<file path="src/rtl/uart_pkg.sv">
`default_nettype none
// ---------------------------------------------------------------------------
// uart_pkg -- shared UART constants and receiver state encoding. rev 1.0
// ---------------------------------------------------------------------------
package uart_pkg;

  localparam int       CLKS_PER_BIT_DEF = 87;
  localparam int       DATA_BITS        = 8;
  localparam logic     IDLE_LEVEL       = 1'b1;

  typedef enum logic [2:0] {
    IDLE    = 3'd0,
    START   = 3'd1,
    DATA    = 3'd2,
    STOP    = 3'd3,
    CLEANUP = 3'd4
  } rx_state_t;

endpackage
`default_nettype wire

</file>
<file path="src/rtl/uart_sync2.sv">
`default_nettype none
// ---------------------------------------------------------------------------
// uart_sync2 -- two-flop synchronizer for an asynchronous input. rev 1.0
// ---------------------------------------------------------------------------
module uart_sync2 #(
  parameter logic RESET_VAL = 1'b1
) (
  input  logic clk,
  input  logic rst,
  input  logic d,
  output logic q
);

  logic meta;

  always_ff @(posedge clk) begin
    if (rst) begin
      meta <= RESET_VAL;
      q    <= RESET_VAL;
    end else begin
      meta <= d;
      q    <= meta;
    end
  end

endmodule
`default_nettype wire

</file>
<file path="src/rtl/uart_rx.sv">
`default_nettype none
// ---------------------------------------------------------------------------
// uart_rx -- 8N1 serial receiver with mid-bit sampling and framing check. rev 1.0
// ---------------------------------------------------------------------------
module uart_rx
  import uart_pkg::*;
#(
  parameter int CLKS_PER_BIT = CLKS_PER_BIT_DEF,
  parameter int CNT_W        = $clog2(CLKS_PER_BIT)
) (
  input  logic       clk,
  input  logic       rst,
  input  logic       i_rx_serial,
  output logic       o_rx_dv,
  output logic [7:0] o_rx_byte,
  output logic       o_frame_err,
  output logic       o_rx_busy
);

  localparam int             IDX_W    = $clog2(DATA_BITS);
  localparam logic [CNT_W-1:0] HALF_CNT = CNT_W'((CLKS_PER_BIT - 1) / 2);
  localparam logic [CNT_W-1:0] LAST_CNT = CNT_W'(CLKS_PER_BIT - 1);
  localparam logic [IDX_W-1:0] LAST_IDX = IDX_W'(DATA_BITS - 1);

  logic                 rx_s;
  rx_state_t            state, state_n;
  logic [CNT_W-1:0]     cnt, cnt_n;
  logic [IDX_W-1:0]     idx, idx_n;
  logic [DATA_BITS-1:0] shreg, shreg_n;
  logic [7:0]           byte_n;
  logic                 dv_n, err_n, busy_n;

  uart_sync2 #(
    .RESET_VAL (IDLE_LEVEL)
  ) u_sync (
    .clk (clk),
    .rst (rst),
    .d   (i_rx_serial),
    .q   (rx_s)
  );

  always_ff @(posedge clk) begin
    if (rst) begin
      state       <= IDLE;
      cnt         <= '0;
      idx         <= '0;
      shreg       <= '0;
      o_rx_byte   <= 8'h00;
      o_rx_dv     <= 1'b0;
      o_frame_err <= 1'b0;
      o_rx_busy   <= 1'b0;
    end else begin
      state       <= state_n;
      cnt         <= cnt_n;
      idx         <= idx_n;
      shreg       <= shreg_n;
      o_rx_byte   <= byte_n;
      o_rx_dv     <= dv_n;
      o_frame_err <= err_n;
      o_rx_busy   <= busy_n;
    end
  end

  always_comb begin
    state_n = state;
    cnt_n   = cnt;
    idx_n   = idx;
    shreg_n = shreg;
    byte_n  = o_rx_byte;
    dv_n    = 1'b0;
    err_n   = 1'b0;
    case (state)
      IDLE: begin
        cnt_n = '0;
        idx_n = '0;
        if (rx_s != IDLE_LEVEL) state_n = START;
      end
      START: begin
        // A start bit that is no longer low at its midpoint was a glitch.
        if (cnt == HALF_CNT) begin
          cnt_n   = '0;
          state_n = (rx_s != IDLE_LEVEL) ? DATA : IDLE;
        end else begin
          cnt_n = cnt + CNT_W'(1);
        end
      end
      DATA: begin
        if (cnt == LAST_CNT) begin
          cnt_n        = '0;
          shreg_n[idx] = rx_s;
          if (idx == LAST_IDX) state_n = STOP;
          else                 idx_n   = idx + IDX_W'(1);
        end else begin
          cnt_n = cnt + CNT_W'(1);
        end
      end
      STOP: begin
        if (cnt == LAST_CNT) begin
          cnt_n   = '0;
          state_n = CLEANUP;
          if (rx_s == IDLE_LEVEL) begin
            byte_n = shreg;
            dv_n   = 1'b1;
          end else begin
            err_n  = 1'b1;
          end
        end else begin
          cnt_n = cnt + CNT_W'(1);
        end
      end
      CLEANUP: begin
        // Hold here through a break until the line is idle again.
        cnt_n = '0;
        if (rx_s == IDLE_LEVEL) state_n = IDLE;
      end
      default: begin
        cnt_n   = '0;
        state_n = IDLE;
      end
    endcase
    busy_n = (state_n != IDLE);
  end

endmodule
`default_nettype wire

</file>
<file path="config.mk">
export PLATFORM = sky130hd
export DESIGN_NAME = uart_rx
export DESIGN_NICKNAME = d
export VERILOG_FILES = /design/src/rtl/uart_pkg.sv /design/src/rtl/uart_sync2.sv /design/src/rtl/uart_rx.sv
export SDC_FILE = /design/constraint.sdc
export NUM_CORES = 1
export LEC_CHECK = 0
export CORE_MARGIN = 2
export CORE_UTILIZATION = 40
export DETAILED_ROUTE_END_ITERATION = 16
export HOLD_SLACK_MARGIN = 0.12
export MAX_ROUTING_LAYER = met4
export PLACE_DENSITY = 0.68
export SETUP_SLACK_MARGIN = 0.15
export SLEW_MARGIN = 20
export SYNTH_ARGS = -nofsm -noshare
export SYNTH_HDL_FRONTEND = slang
export SYNTH_HIERARCHICAL = 1
export SYNTH_SLANG_ARGS = --single-unit
export TNS_END_PERCENT = 50
</file>
<file path="constraint.sdc">
create_clock -name clk -period 3.1 [get_ports clk]
set_input_delay 0.93 -clock clk [delete_from_list [all_inputs] [get_ports clk]]
set_output_delay 0.93 -clock clk [all_outputs]
set_load 0.01 [all_outputs]
</file>
# Yosys cells after proc, flatten, opt, wreduce, memory -nomap -nowiden
# Cells that the tools add are included.
word_totals:
  word_cells: 53
  register_bits: 34
  output_inout_bits: 11
  inputBits: 3
op_classes:
  add_sub_neg: 2
  n_eq_ne: 9
  reduce_logical: 9
  bitwise_logic: 2
  n_lt_le_gt_ge: 2
  mux: 19
ops:
  columns: ["operator", "n"]
  rows:
  - ["$mux W3", 8]
  - ["$pmux W3 S5", 1]
  - ["$mux W7", 2]
  - ["$pmux W7 S2", 1]
  - ["$bwmux W8", 1]
  - ["$add A7 B1 Y7 const B", 1]
  - ["$eq A7 B6 Y1 const B", 1]
  - ["$eq A7 B7 Y1 const B", 1]
  - ["$eq A3 B2 Y1 const B", 2]
  - ["$eq A3 B3 Y1 const B", 2]
  - ["$pmux W3 S2", 1]
  - ["$reduce_and A3 Y1", 2]
  - ["$lt A3 B4 Y1 const B", 1]
  - ["$ne A2 B2 Y1 const B", 2]
  - ["$add A3 B1 Y3 const B", 1]
  - ["$demux W1 S3", 1]
  - ["$eq A3 B1 Y1 const B", 1]
  - ["$ge A3 B1 Y1 const B", 1]
  - ["$logic_not A3 Y1", 1]
  - ["$mux W1", 3]
  - ["$reduce_bool A3 Y1", 1]
  - ["$reduce_or A3 Y1", 1]
  - ["$mux W2", 1]
  - ["$not A1 Y1", 2]
  - ["4 further kinds", 4]

# Logic depth before layout (Yosys ltp)
# Gate-level depths: netlist (run 1).
logic_depth:
  ltp_word: 5
  mapped_depth: 6
  mapped_depth_nobuf: 6

# Modules after synthesis
# Netlist (run 1), hierarchy kept.
modules_own_cells:
  columns: ["mod", "instances", "area_per_inst_um2", "cells_each", "seq_area_each_um2"]
  rows:
  - ["uart_rx", 1, 1458.9, 151, 640.6]
  - ["uart_sync2", 1, 52.6, 4, 40.0]

# Worst setup path before layout (run 1)
# No wires, ideal clock.
synth_timing:
  path_type: "input port to flip-flop"
  startpoint: "in rst"
  endpoint: "reg o_rx_busy"
  slack_ns: 1.152
  setup_ns: 0.134
  arrival_ns: 1.814
  cell_stages: 4
  n_path_buf: 1
  cell_sequence: "buf_6 > nor3_1 > a32o_1 > or4_1"
synth_rtl:
  columns: ["element", "line_no", "source"]
  rows:
  - ["start: declaration", "uart_rx.sv:12", "input logic rst,"]
  - ["end signal: assignment", "uart_rx.sv:60", "o_rx_busy <= busy_n;"]
  - ["end: declaration", "uart_rx.sv:17", "output logic o_rx_busy"]

==> key figures, run 1 <==
Synthesis
  – Synth async-reset ratio: 0%
  – Post-synthesis net count: 162
  – Main synth FF type: dfxtp_1
  – Yosys Warn Count: 6
  – Netlist Area Pre-Place: 0.00151 mm^2
  – Seq/Total Area, Yosys: 45.0%
  – Synthesized instance count: 155
  – Yosys cell types: 40
  – FF+latch count, synth: 34
  – Post-synth EDFFs: 0
  – Syn avg cell area: 9.75 um^2

Clock tree
  – CTS tree: done
  – Clock root buffer: clkbuf_8
  – CTS Sinks: 34
  – Clock transition at path regs: 0.07 ns
  – Clk Latency, worst-skew pair: 0.29 ns
  – Post-CTS Repair Setup Buffers: 0
  – Maximum clock path buffer count: 2
  – Hold Buf Count CTS: 0
  – Htree depth: 2
  – CTS Buf Count: 5
  – Quantity of gates resized following cts: 0

Global routing
  – GR Overflow Total: 0
  – Largest net degree at the start of global routing: 27
  – Total Routing Usage GR: 15.9%
  – First-pass GRT wire length: 5040 um
  – Vias in the first global route: 1111
  – Initial antenna violation count: 0

Route
  – Wire per inst: 12.9 um
  – Drt drc: 0
  – Vias: 1160
  – Drt total wl: 2800 um
  – TritonRoute pass-1 iters: 4
  – Routed vias/inst: 5.32
  – First DRT Iteration DRCs: 21
  – Routed Antenna Nets: 0

Power
  – P per Cell Area: 468 mW/mm^2
  – Peak supply drop: 0.235 mV
  – Leakage: 0.652 nW

STA
  – Max-slew headroom: 63.9%
  – Tmin final: 2.18 ns
  – Worst slew pin tran: 0.540 ns
  – RSZ-0062 raised after global routing: no
  – Final Hold Vio Count: 0
  – FMAX: 458 MHz
  – Fin crit share: 70.4%
  – Setup-failing EPs final: 0
  – Setup_tns: 0 ns
  – Setup Skew: 0.00637 ns
  – Slew Viols, Final: 0

Run status
  – Status: complete, no violations

Floorplan
  – Starting Density: 41.6%
  – Core Box Area: 0.00363 mm^2
  – Die W: 65.5 um
  – I/O pins: 14
  – Std-Cell Rows: 22
  – Die Y: 65.5 um
  – Die area: 0.00429 mm^2

Critical path
  – Worst Setup End Kind: flip-flop
  – CP peak stage delay: 0.54 ns
  – Crit path max-delay family: simple AND/OR/NAND/NOR gates
  – Critical-path top delay cell: clkdlybuf4s50_1
  – Worst Path Max Fanout: 3
  – CP bufs+invs: 1
  – Worst Setup Start Kind: input pin
  – Cells along the critical path: clkdlybuf4s50_1 -> nor3_1 -> a32o_1 -> or4_1
  – Crit path kind: input pin to flip-flop
  – Arrival time at the worst endpoint: 2.35 ns
  – Required time worst endpoint: 3.26 ns

Place
  – Hpwl dp: 1950 um
  – Placer Congestion: 0.870
  – Placed Area: 0.00166 mm^2
  – Number of buffers inserted by port buffering: 13
  – Cells after DPL: 211

Cells and area
  – Commonest non-fill, non-tap cell in the layout: dfxtp_1
  – Finished Cell Area: 0.00174 mm^2
  – Final #Nets: 177
  – Inserted Diodes: 0
  – Area delta synth->final: 14.8%
  – Commonest non-fill, non-tap cells in the layout: dfxtp_1, nor2_1, mux2i_1
  – Fill cells: 361
  – Non-filler instance count after layout: 218
  – Ratio of cells with drive above 1 in the final layout: 7.65%

Worst hold path
  – HP Class: flip-flop to flip-flop

Flow run
  – Max-Cap Viols: 0
per-layer routing:
| layer | up-vias | track usage (%) | share of wire (%) |
|---|---|---|---|
| met3 | 11 | 4.11 | 4.0 |
| met5 | - | - | 0 |
| li1 | 583 | - | - |
| met1 | 532 | 18.6 | 50 |
| met2 | 34 | 24.9 | 43 |
| met4 | 0 | 8.59 | 3.1 |
layout make-up:
class	instances	area (um^2)	share of cell area, %
flip-flops and latches	34	681	39.2
clock inverters	2	10.0	0.577
multi-input cells	111	763	44.0
clock buffers	5	68.8	3.97
repair buffers	14	138	7.93
inverters	4	15.0	0.865
well taps	48	60.1	3.46
per-stage QoR:
stage                     hold WS (ns)  power, W  util, %  worst slack [ns]
after CTS                        0.407  0.000823     47.8             0.945
after detailed placement         0.396  0.000519     45.6             0.633
after global routing             0.413  0.000845     47.8             0.893
final                            0.403  0.000813     47.8             0.917
after global placement           0.391  0.000517     45.6             0.669
after floorplan                  0.385  0.000508        -              1.15
registers in the layout, indices dropped and copies added (netlist names):
| signal | count |
|---|---|
| o_rx_byte | 8 |
| shreg | 8 |
| cnt | 7 |
| idx | 3 |
| state | 3 |
| o_frame_err | 1 |
| o_rx_busy | 1 |
| o_rx_dv | 1 |
| u_sync/meta | 1 |
| u_sync/q | 1 |
report_power, final:
group	switching, W	internal [W]	total, W	leakage (nW)
Combinational	0.0000251	0.0000243	0.0000494	0.333
Clock	0.000152	0.000150	0.000302	0.0438
Sequential	0.0000149	0.000446	0.000461	0.275
Total	0.000192	0.000621	0.000813	0.652
synth_stat cells, types with 2 or more instances:
cell | count | share of area (%)
a21oi_1 | 5 | 1.7
a22o_1 | 2 | 1.2
buf_6 | 4 | 3.0
clkbuf_1 | 2 | 0.50
dfxtp_1 | 34 | 45
ha_1 | 4 | 3.3
inv_1 | 4 | 0.99
mux2i_1 | 14 | 9.3
nand2_1 | 3 | 0.74
nand2b_1 | 7 | 2.9
nand3_1 | 9 | 3.0
nand4_1 | 4 | 1.7
nor2_1 | 22 | 5.5
nor3_1 | 3 | 0.99
nor3b_1 | 3 | 1.5
nor4_1 | 2 | 0.83
o21ai_0 | 4 | 1.3
o41ai_1 | 2 | 1.2
or2_1 | 2 | 0.83
or4_1 | 2 | 0.99
xnor2_1 | 3 | 1.7
xor2_1 | 2 | 1.2
cells by family (layout without fill, tap and decap cells):
kind of cell / after synthesis / after routing / share of synthesized area, %
AO/OA/AOI/OAI: 18 / 18 / 8.03
buffers and inverters: 10 / 25 / 4.47
XOR/XNOR: 5 / 5 / 2.90
adder cells (fa/ha/maj): 4 / 4 / 3.31
AND/OR/NAND/NOR: 70 / 70 / 27.0
multiplexers: 14 / 14 / 9.27
flip-flops: 34 / 34 / 45.0
final timing paths:
kind / from / end / slack, ns / cells after the start
min: u_sync/meta / u_sync/q / 0.40 / 1
max reg2reg: cnt[0] / o_rx_byte[7] / 1.26 / 6
max: rst / o_rx_busy / 0.92 / 4
min reg2reg: u_sync/meta / u_sync/q / 0.40 / 1
(Power assumes the default switching activity.)
==> run 2: changes to the inputs <==
- PLACE_DENSITY: 0.68 -> 0.7
- clock period: 3.1 -> 2 ns (I/O delays scaled with it)
==> key figures, run 2 (synthesis gave the netlist of run 1 again) <==
Run status
  – Status: complete, no violations

Power
  – Internal power: 0.000972 W (+57%)
  – Clock share of power: 36.7% (-0.5 points)
  – P per Cell Area: 700 mW/mm^2 (+50%)
  – Flop pwr share: 56.7% (about the same)
  – Logic gate share of total power: 6.5% (+0.4 points)
  – Switching share of power: 23.1% (-0.53 points)
  – Leakage: 0.675 nW (+3.6%)
  – Peak supply drop: 0.432 mV (+84%)
  – Net Switching: 0.000292 W (+52%)

Cells and area
  – Area delta synth->final: 19.5%
  – Biggest regs: o_rx_byte x8, shreg x8, cnt x7
  – Seq. cell area: 683 um^2 (+0.37%)
  – Fill cells: 343 (-5.0%)
  – Inserted Diodes: 0 (unchanged)
  – Commonest non-fill, non-tap cells in the layout: dfxtp_1, nor2_1, mux2i_1
  – Ratio of cells with drive above 1 in the final layout: 12.6% (+5.0 points)
  – Finished Cell Area: 0.00181 mm^2 (+4.0%)
  – Final #Nets: 181 (+2.3%)
  – Non-filler instance count after layout: 222 (+1.8%)
  – Multi-input gate area: 801 um^2 (+4.9%)
  – Commonest non-fill, non-tap cell in the layout: dfxtp_1
  – Final core utilization: 49.7% (+1.9 points)

Clock tree
  – Clock root buffer: clkbuf_8
  – CTS Buf Count: 5 (unchanged)
  – Maximum clock path buffer count: 2 (unchanged)
  – Htree depth: 2 (unchanged)
  – Clk Latency, worst-skew pair: 0.28 ns (about the same)
  – CTS Sinks: 34 (unchanged)
  – Clock transition at path regs: 0.06 ns (about the same)
  – Hold Buf Count CTS: 0 (unchanged)
  – CTS tree: done

Global routing
  – Total Routing Usage GR: 16.1% (+0.24 points)
  – GR Overflow Total: 0 (unchanged)
  – Largest net degree at the start of global routing: 21 (-22%)
  – Vias in the first global route: 1118 (+0.63%)
  – Initial antenna violation count: 0 (unchanged)
  – First-pass GRT wire length: 5180 um (+2.9%)

Worst hold path
  – HP Class: flip-flop to flip-flop
  – Hold path depth: 1 (unchanged)
  – Worst min-delay path startpoint: u_sync/meta
  – Endpoint of the worst hold path: u_sync/q

Critical path
  – Worst Setup End Kind: flip-flop
  – CP Launch Point: cnt[0]
  – Required time worst endpoint: 2.15 ns (-1.11 ns)
  – Worst Setup Start Kind: flip-flop
  – Crit path kind: flip-flop to flip-flop
  – Reg2Reg Depth: 6 (unchanged)
  – Worst reg2reg setup slack: 0.23 ns (-1.03 ns)
  – Critical R2R Launch: cnt[0]
  – Reg2reg end: o_rx_busy
  – Worst Path Max Fanout: 4 (+1)
  – Arrival time at the worst endpoint: 1.92 ns (-0.43 ns)

Flow run
  – Max-Cap Viols: 0 (unchanged)

Route
  – First DRT Iteration DRCs: 39 (+86%)
  – Routed Antenna Nets: 0 (unchanged)
  – Vias: 1201 (+3.5%)
  – Wire per inst: 13.6 um (+5.9%)
  – Drt total wl: 3020 um (+7.8%)
  – Routed vias/inst: 5.41 (+1.7%)
  – TritonRoute pass-1 iters: 4 (unchanged)
  – Drt drc: 0 (unchanged)

Floorplan
  – Starting Density: 41.6% (unchanged)
  – Die area: 0.00429 mm^2 (unchanged)
  – Die Y: 65.5 um (unchanged)
  – I/O pins: 14 (unchanged)
  – Std-Cell Rows: 22 (unchanged)
  – Die W: 65.5 um (unchanged)
  – Core Box Area: 0.00363 mm^2 (unchanged)

Place
  – Pre-CTS worst setup slack: -0.124 ns (-0.757 ns)
  – Hpwl dp: 2200 um (+13%)
  – Placed Area: 0.00168 mm^2 (+1.4%)
  – Number of buffers inserted by port buffering: 13 (unchanged)
  – Placer Congestion: 0.914 (+5.0%)
  – Cells after DPL: 214 (+1.4%)

STA
  – FMAX: 564 MHz
  – Setup Skew: 0.0102 ns (+0.00381 ns)
  – RSZ-0062 raised after global routing: no
  – Slew Viols, Final: 0 (unchanged)
  – Fin crit share: 88.7%
  – Setup_tns: 0 ns (unchanged)
  – Final Hold Vio Count: 0 (unchanged)
  – Max-slew headroom: 67.5% (+3.6 points)
  – Setup-failing EPs final: 0 (unchanged)
  – PnR worst setup slack: 0.226 ns (-0.691 ns)
  – Worst slew pin tran: 0.487 ns (-0.0532 ns)
  – Tmin final: 1.77 ns
run 2: cell count changes in the layout (fill, tap and decap cells not counted), moves of 2 or more:
cell,previous run,this run
clkinv_2,2,0
clkbuf_1,0,2
buf_4,1,5
ha_1,4,2
dfxtp_2,0,2
dfxtp_1,34,32
run 2: final cells by class:
type | instances | area share (%)
Clock buffer | 7 | 4.23
Inverter | 4 | 0.832
Multi-Input combinational cell | 111 | 44.4
Sequential cell | 34 | 37.8
Tap cell | 48 | 3.33
Timing Repair Buffer | 18 | 9.42
run 2: how the worst max path moves through the flow:
| stage | to | slack [ns] | depth (start not counted) |
|---|---|---|---|
| finish | o_rx_busy | 0.23 | 6 |
| detailed placement | o_rx_busy | -0.12 | 4 |
| CTS | o_rx_busy | 0.15 | 6 |
| global placement | o_rx_busy | -0.09 | 4 |
| floorplan | o_rx_busy | 0.32 | 6 |
| global route | shreg[2] | 0.16 | 4 |
run 2: worst max-delay path, cell delays in order, from the launching register on:
cell	delay, ns
dfxtp_2	0.34
inv_2	0.07
ha_4	0.15
and4bb_4	0.27
nand3_2	0.07
a32o_1	0.23
or4_1	0.51
run 2: power groups by stage:
stage	logic [W]	registers (W)	clock network, W
after floorplan	0.0000682	0.000719	0
after global placement	0.0000749	0.000729	0
after detailed placement	0.0000778	0.000730	0
after CTS	0.0000784	0.000715	0.000474
after global routing	0.0000908	0.000720	0.000495
final	0.0000822	0.000717	0.000465
run 2: stage by stage:
step	hold WS, ns	power (W)
floorplan	0.385	0.000787
global placement	0.396	0.000804
detailed placement	0.409	0.000808
CTS	0.426	0.00127
global route	0.443	0.00131
finish	0.423	0.00126
run 2: what timing repair did:
action                     in CTS  in global routing
gates cloned                    0                  0
setup buffers                   0                  1
resized for setup               1                 10
setup endpoints to repair       1                  7
pin swaps                       0                  1
run 2: layer usage:
metal	GRT usage [%]	up-vias	part of all wire, %
met5	-	-	0
met4	7.29	0	2.3
met3	4.45	7	5.6
met2	24.9	37	47
met1	19.7	565	45
li1	-	592	-
